File: src/rtl/mux_scan_pkg.sv
// mux_scan_pkg: shared types and constants for the 4-channel mux scanner.
//   state_t : scanner FSM states (IDLE, SETTLE, PUSH)
//   NCH     : number of mux channels
//   SELW    : width of the channel select
//   CNTW    : width of the dwell counter (DWELL up to 255)
package mux_scan_pkg;

  localparam int NCH  = 4;
  localparam int SELW = 2;
  localparam int CNTW = 8;

  typedef enum logic [1:0] {
    IDLE   = 2'd0,
    SETTLE = 2'd1,
    PUSH   = 2'd2
  } state_t;

endpackage

File: src/rtl/mux_scan_next.sv
// mux_scan_next: combinational next-channel picker.
//   mask [3:0] in  : channel enables
//   cur  [1:0] in  : current channel
//   nxt  [1:0] out : next enabled channel strictly above cur, wrapping 3->0
//   wrap       out : 1 when the pick wrapped (nxt <= cur); 0 when mask is empty
// With cur=3 the result is the lowest set bit of mask.
module mux_scan_next
  import mux_scan_pkg::*;
(
  input  logic [NCH-1:0]  mask,
  input  logic [SELW-1:0] cur,
  output logic [SELW-1:0] nxt,
  output logic            wrap
);

  logic            found;
  logic [SELW-1:0] idx;

  // Walk the channels cur+1, cur+2, ... cur+NCH (mod NCH); the last step
  // revisits cur itself, which covers the single-channel case.
  always_comb begin
    nxt   = cur;
    found = 1'b0;
    idx   = '0;
    for (int k = 1; k <= NCH; k++) begin
      idx = SELW'((int'(cur) + k) % NCH);
      if (!found && mask[idx]) begin
        nxt   = idx;
        found = 1'b1;
      end
    end
    wrap = found && (nxt <= cur);
  end

endmodule

File: src/rtl/mux_4ch_scanner.sv
// mux_4ch_scanner: drives the 2-bit select of a 4:1 mux, waits DWELL cycles
// for the mux output to settle, then offers (channel, bit) over valid/ready.
// Masked-off channels are skipped.
//   clk, rst_n (sync, active-low)
//   en         in  : scan enable (level)
//   mask[3:0]  in  : per-channel enable
//   sel[1:0]   out : mux select
//   y          in  : mux output
//   out_valid/out_ready, out_ch[1:0], out_bit : sample handshake
//   busy       out : FSM not in IDLE
//   snap[3:0]  out : last sampled bit per channel
//   frame_done out : one-cycle pulse when a handshake wraps the scan order
// Optional feature macro: MUX_SCAN_SNAP_EN enables snap/frame_done; when
// undefined both outputs are tied to 0.
module mux_4ch_scanner
  import mux_scan_pkg::*;
#(
  parameter int DWELL = 4
) (
  input  logic            clk,
  input  logic            rst_n,
  input  logic            en,
  input  logic [NCH-1:0]  mask,
  output logic [SELW-1:0] sel,
  input  logic            y,
  output logic            out_valid,
  input  logic            out_ready,
  output logic [SELW-1:0] out_ch,
  output logic            out_bit,
  output logic            busy,
  output logic [NCH-1:0]  snap,
  output logic            frame_done
);

  localparam logic [CNTW-1:0] DWELL_M1 = CNTW'(DWELL - 1);

  state_t          state;
  logic [CNTW-1:0] cnt;
  logic [SELW-1:0] cur;
  logic [SELW-1:0] nxt;
  logic            wrap;
  logic            hs;

  // From IDLE, asking for the successor of channel 3 yields the lowest set bit.
  assign cur  = (state == IDLE) ? SELW'(NCH - 1) : sel;
  assign hs   = (state == PUSH) && out_ready;
  assign busy = (state != IDLE);

  mux_scan_next u_next (
    .mask (mask),
    .cur  (cur),
    .nxt  (nxt),
    .wrap (wrap)
  );

  always_ff @(posedge clk) begin
    if (!rst_n) begin
      state     <= IDLE;
      cnt       <= '0;
      sel       <= '0;
      out_valid <= 1'b0;
      out_ch    <= '0;
      out_bit   <= 1'b0;
    end else begin
      case (state)
        IDLE: begin
          if (en && (mask != '0)) begin
            state <= SETTLE;
            sel   <= nxt;
            cnt   <= DWELL_M1;
          end
        end
        SETTLE: begin
          // Abort takes priority over a due sample.
          if (!en) begin
            state <= IDLE;
          end else if (cnt == '0) begin
            out_bit   <= y;
            out_ch    <= sel;
            out_valid <= 1'b1;
            state     <= PUSH;
          end else begin
            cnt <= cnt - 1'b1;
          end
        end
        PUSH: begin
          // A pending sample is never withdrawn; en only matters after the handshake.
          if (hs) begin
            out_valid <= 1'b0;
            if (en && (mask != '0)) begin
              state <= SETTLE;
              sel   <= nxt;
              cnt   <= DWELL_M1;
            end else begin
              state <= IDLE;
            end
          end
        end
        default: state <= IDLE;
      endcase
    end
  end

`ifdef MUX_SCAN_SNAP_EN
  logic [NCH-1:0] snap_q;
  logic           fd_q;

  always_ff @(posedge clk) begin
    if (!rst_n) begin
      snap_q <= '0;
      fd_q   <= 1'b0;
    end else begin
      fd_q <= hs && wrap;
      if (hs) snap_q[out_ch] <= out_bit;
    end
  end

  assign snap       = snap_q;
  assign frame_done = fd_q;
`else
  logic unused_wrap;
  assign unused_wrap = wrap;
  assign snap        = '0;
  assign frame_done  = 1'b0;
`endif

endmodule
File: config.mk
export PLATFORM = sky130hd
export DESIGN_NAME = mux_4ch_scanner
export DESIGN_NICKNAME = d
export VERILOG_FILES = /design/src/rtl/mux_scan_pkg.sv /design/src/rtl/mux_scan_next.sv /design/src/rtl/mux_4ch_scanner.sv
export SDC_FILE = /design/constraint.sdc
export NUM_CORES = 1
export LEC_CHECK = 0
export ABC_AREA = 1
export CORE_MARGIN = 10
export CORE_UTILIZATION = 35
export CTS_BUF_LIST = sky130_fd_sc_hd__clkbuf_4
export CTS_CLUSTER_DIAMETER = 80
export DETAILED_ROUTE_END_ITERATION = 10
export HOLD_SLACK_MARGIN = 0.15
export PLACE_DENSITY = 0.57
export SLEW_MARGIN = 15
export SYNTH_ARGS = -nofsm -noshare
export SYNTH_HDL_FRONTEND = slang
export SYNTH_SLANG_ARGS = --single-unit
File: constraint.sdc
create_clock -name clk -period 2.7 [get_ports clk]
set_input_delay 0.675 -clock clk [delete_from_list [all_inputs] [get_ports clk]]
set_output_delay 0.675 -clock clk [all_outputs]
set_load 0.02 [all_outputs]
* Word-level counts from Yosys, hierarchy flattened
Index checks and enable logic that the tools add are counted.
** Operators by class
- $add $sub $neg :: 5
- Multipliers :: 0
- Div/mod/pow operators :: 0
- Order comparisons :: 4
- Equal/unequal tests :: 8
- Shifts and indexed selects :: 0
- Mux-type cells :: 34
- Bitwise operators :: 0
- Reduce and logical (&&, ||, !) cells :: 20
** Operator list (number)
- 2-to-1 mux 8 bit :: 4
- case mux 8 bit (3 select lines) :: 1
- 2-to-1 mux 2 bit :: 11
- < comparator 2 x 3 -> 1 bit (second input constant) :: 4
- 2-to-1 mux 1 bit :: 11
- binary-select mux 1 bit (select 2 bit) :: 4
- logical NOT 8 bit :: 1
- != test 2 bit (second input constant) :: 4
- AND reduction 4 bit :: 2
- subtractor 8 x 1 -> 8 bit (second input constant) :: 1
- case mux 2 bit (3 select lines) :: 1
- AND reduction 3 bit :: 2
- nonzero test 2 bit :: 3
- logical AND 1 bit :: 5
- adder 2 x 1 -> 2 bit (second input constant) :: 2
- adder 2 bit (second input constant) :: 2
- case mux 2 bit (2 select lines) :: 1
- nonzero test 4 bit :: 1
- logical NOT 1 bit :: 3
- != test 3 bit (second input constant) :: 1
- nonzero test 3 bit :: 1
- equality test 2 x 1 -> 1 bit (second input constant) :: 1
- equality test 2 bit (second input constant) :: 1
- logical NOT 2 bit :: 1
- other kinds (3) :: 3
** Storage, ports and cells
- Bits in registers :: 16
- Latch bits :: 0
- RAM bits :: 0
- Bits in read-only memories :: 0
- Bits of input ports :: 9
- Output and inout bits :: 12
- Logic and storage cells :: 77
- Memories kept :: 0

* Logic depth before layout (Yosys ltp)
- Word-level depth :: 18
- Depth in mapped cells :: 14
- Depth with buffers taken out :: 14

* Modules after synthesis
A second synthesis with hierarchy kept.
** Second synthesis, totals
- Cell total of the unflattened synthesis :: 177
- Area, all modules :: 1171.1 sq um
** By module, submodules not included
- mux_4ch_scanner :: instances 1, cells each 121, area an instance 863.3 sq um, seq. area each 320.3 sq um
- mux_scan_next :: instances 1, cells each 56, area an instance 307.8 sq um, seq. area each 0.0 sq um

* Worst setup path after synthesis
OpenSTA, ideal clock, no wires.
- Path type :: input -> register
- Start :: input port mask[2]
- End :: register cnt[2]
- Library setup time :: 114 ps
- Arrival time :: 1604 ps
- Data required time :: 2586 ps
- Path slack :: 982 ps
- Stages on the path :: 10
- Buffers on the path :: 1
- Cell sequence :: nor2_1 nand2_1 o21ai_0 a21oi_2 inv_2 nand2_1 buf_4 nand2_1 xor2_1 nor2_1
** Between the ends
- Longest elaborated chain between the ends :: 5
** RTL lines
- start: declaration :: RTL line mux_4ch_scanner.sv:23 : input logic [NCH-1:0] mask,
- nonzero test 4 bit (*) :: RTL line mux_4ch_scanner.sv:67, mux_4ch_scanner.sv:90
- logical AND 1 bit (*) :: RTL line mux_4ch_scanner.sv:67, mux_4ch_scanner.sv:90
- 2-to-1 mux 8 bit (*)
- 2-to-1 mux 8 bit
- case mux 8 bit (3 select lines) (*)
- end signal: assignment :: RTL line mux_4ch_scanner.sv:83 : cnt <= cnt - 1'b1;
- end: declaration :: RTL line mux_4ch_scanner.sv:38 : logic [CNTW-1:0] cnt;
Every way passes the cells marked *; elsewhere a longest branch is shown, timed or not. The select of a mux whose other input is x is not followed.
A chain may end at the register's enable or synchronous reset.

* Worst setup path after layout
- Start :: register state[1]
- End :: output port busy
** Between the ends
- Longest elaborated chain between the ends :: 1
** RTL lines
- start: declaration :: RTL line mux_4ch_scanner.sv:37 : state_t state;
- start signal: assignment :: RTL line mux_4ch_scanner.sv:58 : state <= IDLE;
- start signal: assignment :: RTL line mux_4ch_scanner.sv:68 : state <= SETTLE;
- start signal: assignment :: RTL line mux_4ch_scanner.sv:76 : state <= IDLE;
- nonzero test 2 bit :: RTL line mux_4ch_scanner.sv:47 : assign busy = (state != IDLE);
- end: declaration :: RTL line mux_4ch_scanner.sv:30 : output logic busy,
No other way between the ends.

==> out/results.ini <==
[outcome]
status = finished clean

[grt]
grtUsageTotal_pct = 9.02
grt_pass1_wl_um = 3930
grt_pass1_vias = 898
grt_max_degree = 12
antenna_found_initial = 0
grt_overflow = 0

[sta]
finalSetupTns_ns = 0
finClkSkew_ns = 0.00518
final-hold-violation-count = 0
fmax_mhz = 466
period_share_pct = 79.5
timing.final.ws_setup_ns = 0.554
maxSlewViolCount = 0
layout_min_cycle_time_ns = 2.15
worst_hold_slack_ns = 0.479
setup_viol = 0
rsz0062_at_grt = no

[power]
comb_power_share_pct = 36.6
internal_power_uw = 398
pwr-share-seq_pct = 43.4
p_leak_uw = 0.000522
p_sw_uw = 235
cellPowerDensity_mw_per_mm2 = 543
p_total_uw = 633
vdd_ir_drop_max_mv = 0.332
power.clock.fraction_pct = 19.9
swShare_pct = 37.2

[yosys]
async_flop_share_pct = 0
yosysMostFrequentCell = nand2_1
synth-main-ff-cell = dfxtp_1
synth-edff-count = 0
synth_warnings = 0
synthTopCellsByCount = nand2_1 (39), nor2_1 (22), dfxtp_1 (16)
synth_largest_area_cell = dfxtp_1
syn_avg_cell_area_um2 = 6.58
synthCells = 149
synth_area_leaders = dfxtp_1 (33%), nand2_1 (15%), nor2_1 (8.4%), nand3_1 (6.6%), buf_4 (4.6%)
synth_area_um2 = 981
synth_seq_area_share_pct = 32.7
synthDistinctLibCells = 26
yosys_register_bits = 16
synth_top_area_share_pct = 32.7

[floorplanning]
die_height_um = 72.9
rows = 19
die_x_um = 72.9
start_util_pct = 36.2
num_io_pins = 21
design.die.area_mm2 = 0.00532
coreArea_mm2 = 0.00271

[placement]
io_buffers = 15
placedInstanceArea_mm2 = 0.00114
place_ws_ns = 0.293
gp_congestion = 0.851
hpwl_um = 1880

[route]
dr.pass1.iters = 4
drc = 0
wl_per_cell_um = 11.4
vias = 963
drt_wl_total_um = 2250
first_iter_violations = 73
ant_nets = 0
vias_per_cell = 4.89

[cells_and_area]
fin_area_mm2 = 0.00117
synthToLayoutAreaGrowth_pct = 18.9
drive_above_1_share_pct = 9.64
fillerInstances = 305
num_antenna_cells = 0
layout.nets = 178

[worst_setup_path]
r2r_cells = 10
cp-end-kind = primary output
path_class = reg2out
required_ns = 2.03
reg2reg_slack_ns = 0.91
r2r-start = cnt[0]
crit_path_max_fanout = 6
timing.rr.end = cnt[7]
startpoint_type = flip-flop
arrival_ns = 1.47

[min_path]
hold_depth = 2
min_from = out_valid
min_to = out_valid
hp-class = reg2reg

[clock_tree]
cts.sinks = 16
clock_path_buffers = 2
cts-root-buf = clkbuf_4
hold_buffers = 0
clk_latency_ns = 0.28
cts_tree = done
cts_setup_buffers = 0
htreeDepth = 1
path_clk_slew_ns = 0.09
cts_made_buffers = 3
cts_resized = 0

[run]
drv_cap = 0

==> per-layer routing <==
metal	GRT usage [%]	wire length (um)	vias up
met1	10.5	985	432
met3	2.86	111	6
li1	-	-	504
met2	14.4	1110	21
met5	0	0	-
met4	4.64	46	0
==> kinds of logic (layout without fill, tap and decap cells) <==
family	count (synthesis)	count (layout)	synth area share [%]
flip-flops	16	16	32.7
buffers and inverters	23	36	11.1
other	1	5	0.382
XOR/XNOR	6	6	5.36
AO/OA/AOI/OAI	16	16	9.31
AND/OR/NAND/NOR	85	85	38.6
adder cells (fa/ha/maj)	2	2	2.55
==> how the worst max path moves through the flow <==
stage              from  depth (start not counted)      to
2_1_floorplan   mask[2]                         10  cnt[2]
3_3_place_gp    mask[1]                         10  cnt[3]
3_5_place_dp    mask[2]                         10  cnt[7]
4_1_cts        state[1]                          3    busy
5_1_grt         mask[2]                         10  cnt[3]
6_report       state[1]                          3    busy
==> placed cells by master (no fill, tap or decap), drive strengths merged <==
master / n
a211oi: 2
a21oi: 7
a31oi: 2
clkbuf: 3
clkdlybuf4s50: 15
clkinv: 2
conb: 5
dfxtp: 16
ha: 2
inv: 16
nand2: 41
nand3: 14
nand3b: 1
nand4: 2
nor2: 24
nor3: 3
o21ai: 5
xnor2: 1
xor2: 5
==> cell type report <==
cell class | instances | area (um2) | share of cell area, %
multi-input combinational | 114 | 567 | 48.6
clock inverter | 1 | 3.75 | 0.322
timing repair buffer | 15 | 150 | 12.9
sequential | 16 | 320 | 27.5
tap | 31 | 38.8 | 3.33
clock buffer | 3 | 22.5 | 1.93
inverter | 17 | 63.8 | 5.47
==> worst max-delay path, stage by stage, from the launching register on <==
cell and delay (ns):
dfxtp_1 0.41, inv_2 0.07, nand2_4 0.10, clkdlybuf4s50_1 0.61
==> power by group through the flow <==
stage / Clock, uW / Combinational [uW] / Sequential, uW
3_3_place_gp: 0 / 227 / 280
2_1_floorplan: 0 / 166 / 286
3_5_place_dp: 0 / 231 / 280
5_1_grt: 143 / 263 / 278
4_1_cts: 133 / 232 / 275
6_report: 126 / 232 / 275
==> registers in the layout, indices dropped and copies added, names as in the netlist <==
register   flops
cnt            8
out_ch         2
sel            2
state          2
out_bit        1
out_valid      1
==> metrics by stage <==
step	std cells	utilization, %
after global placement	193	42.1
after CTS	197	43.0
after global routing	197	43.0
after floorplan	153	-
after detailed placement	193	42.1
final	197	43.0
(Power assumes the default switching activity.)
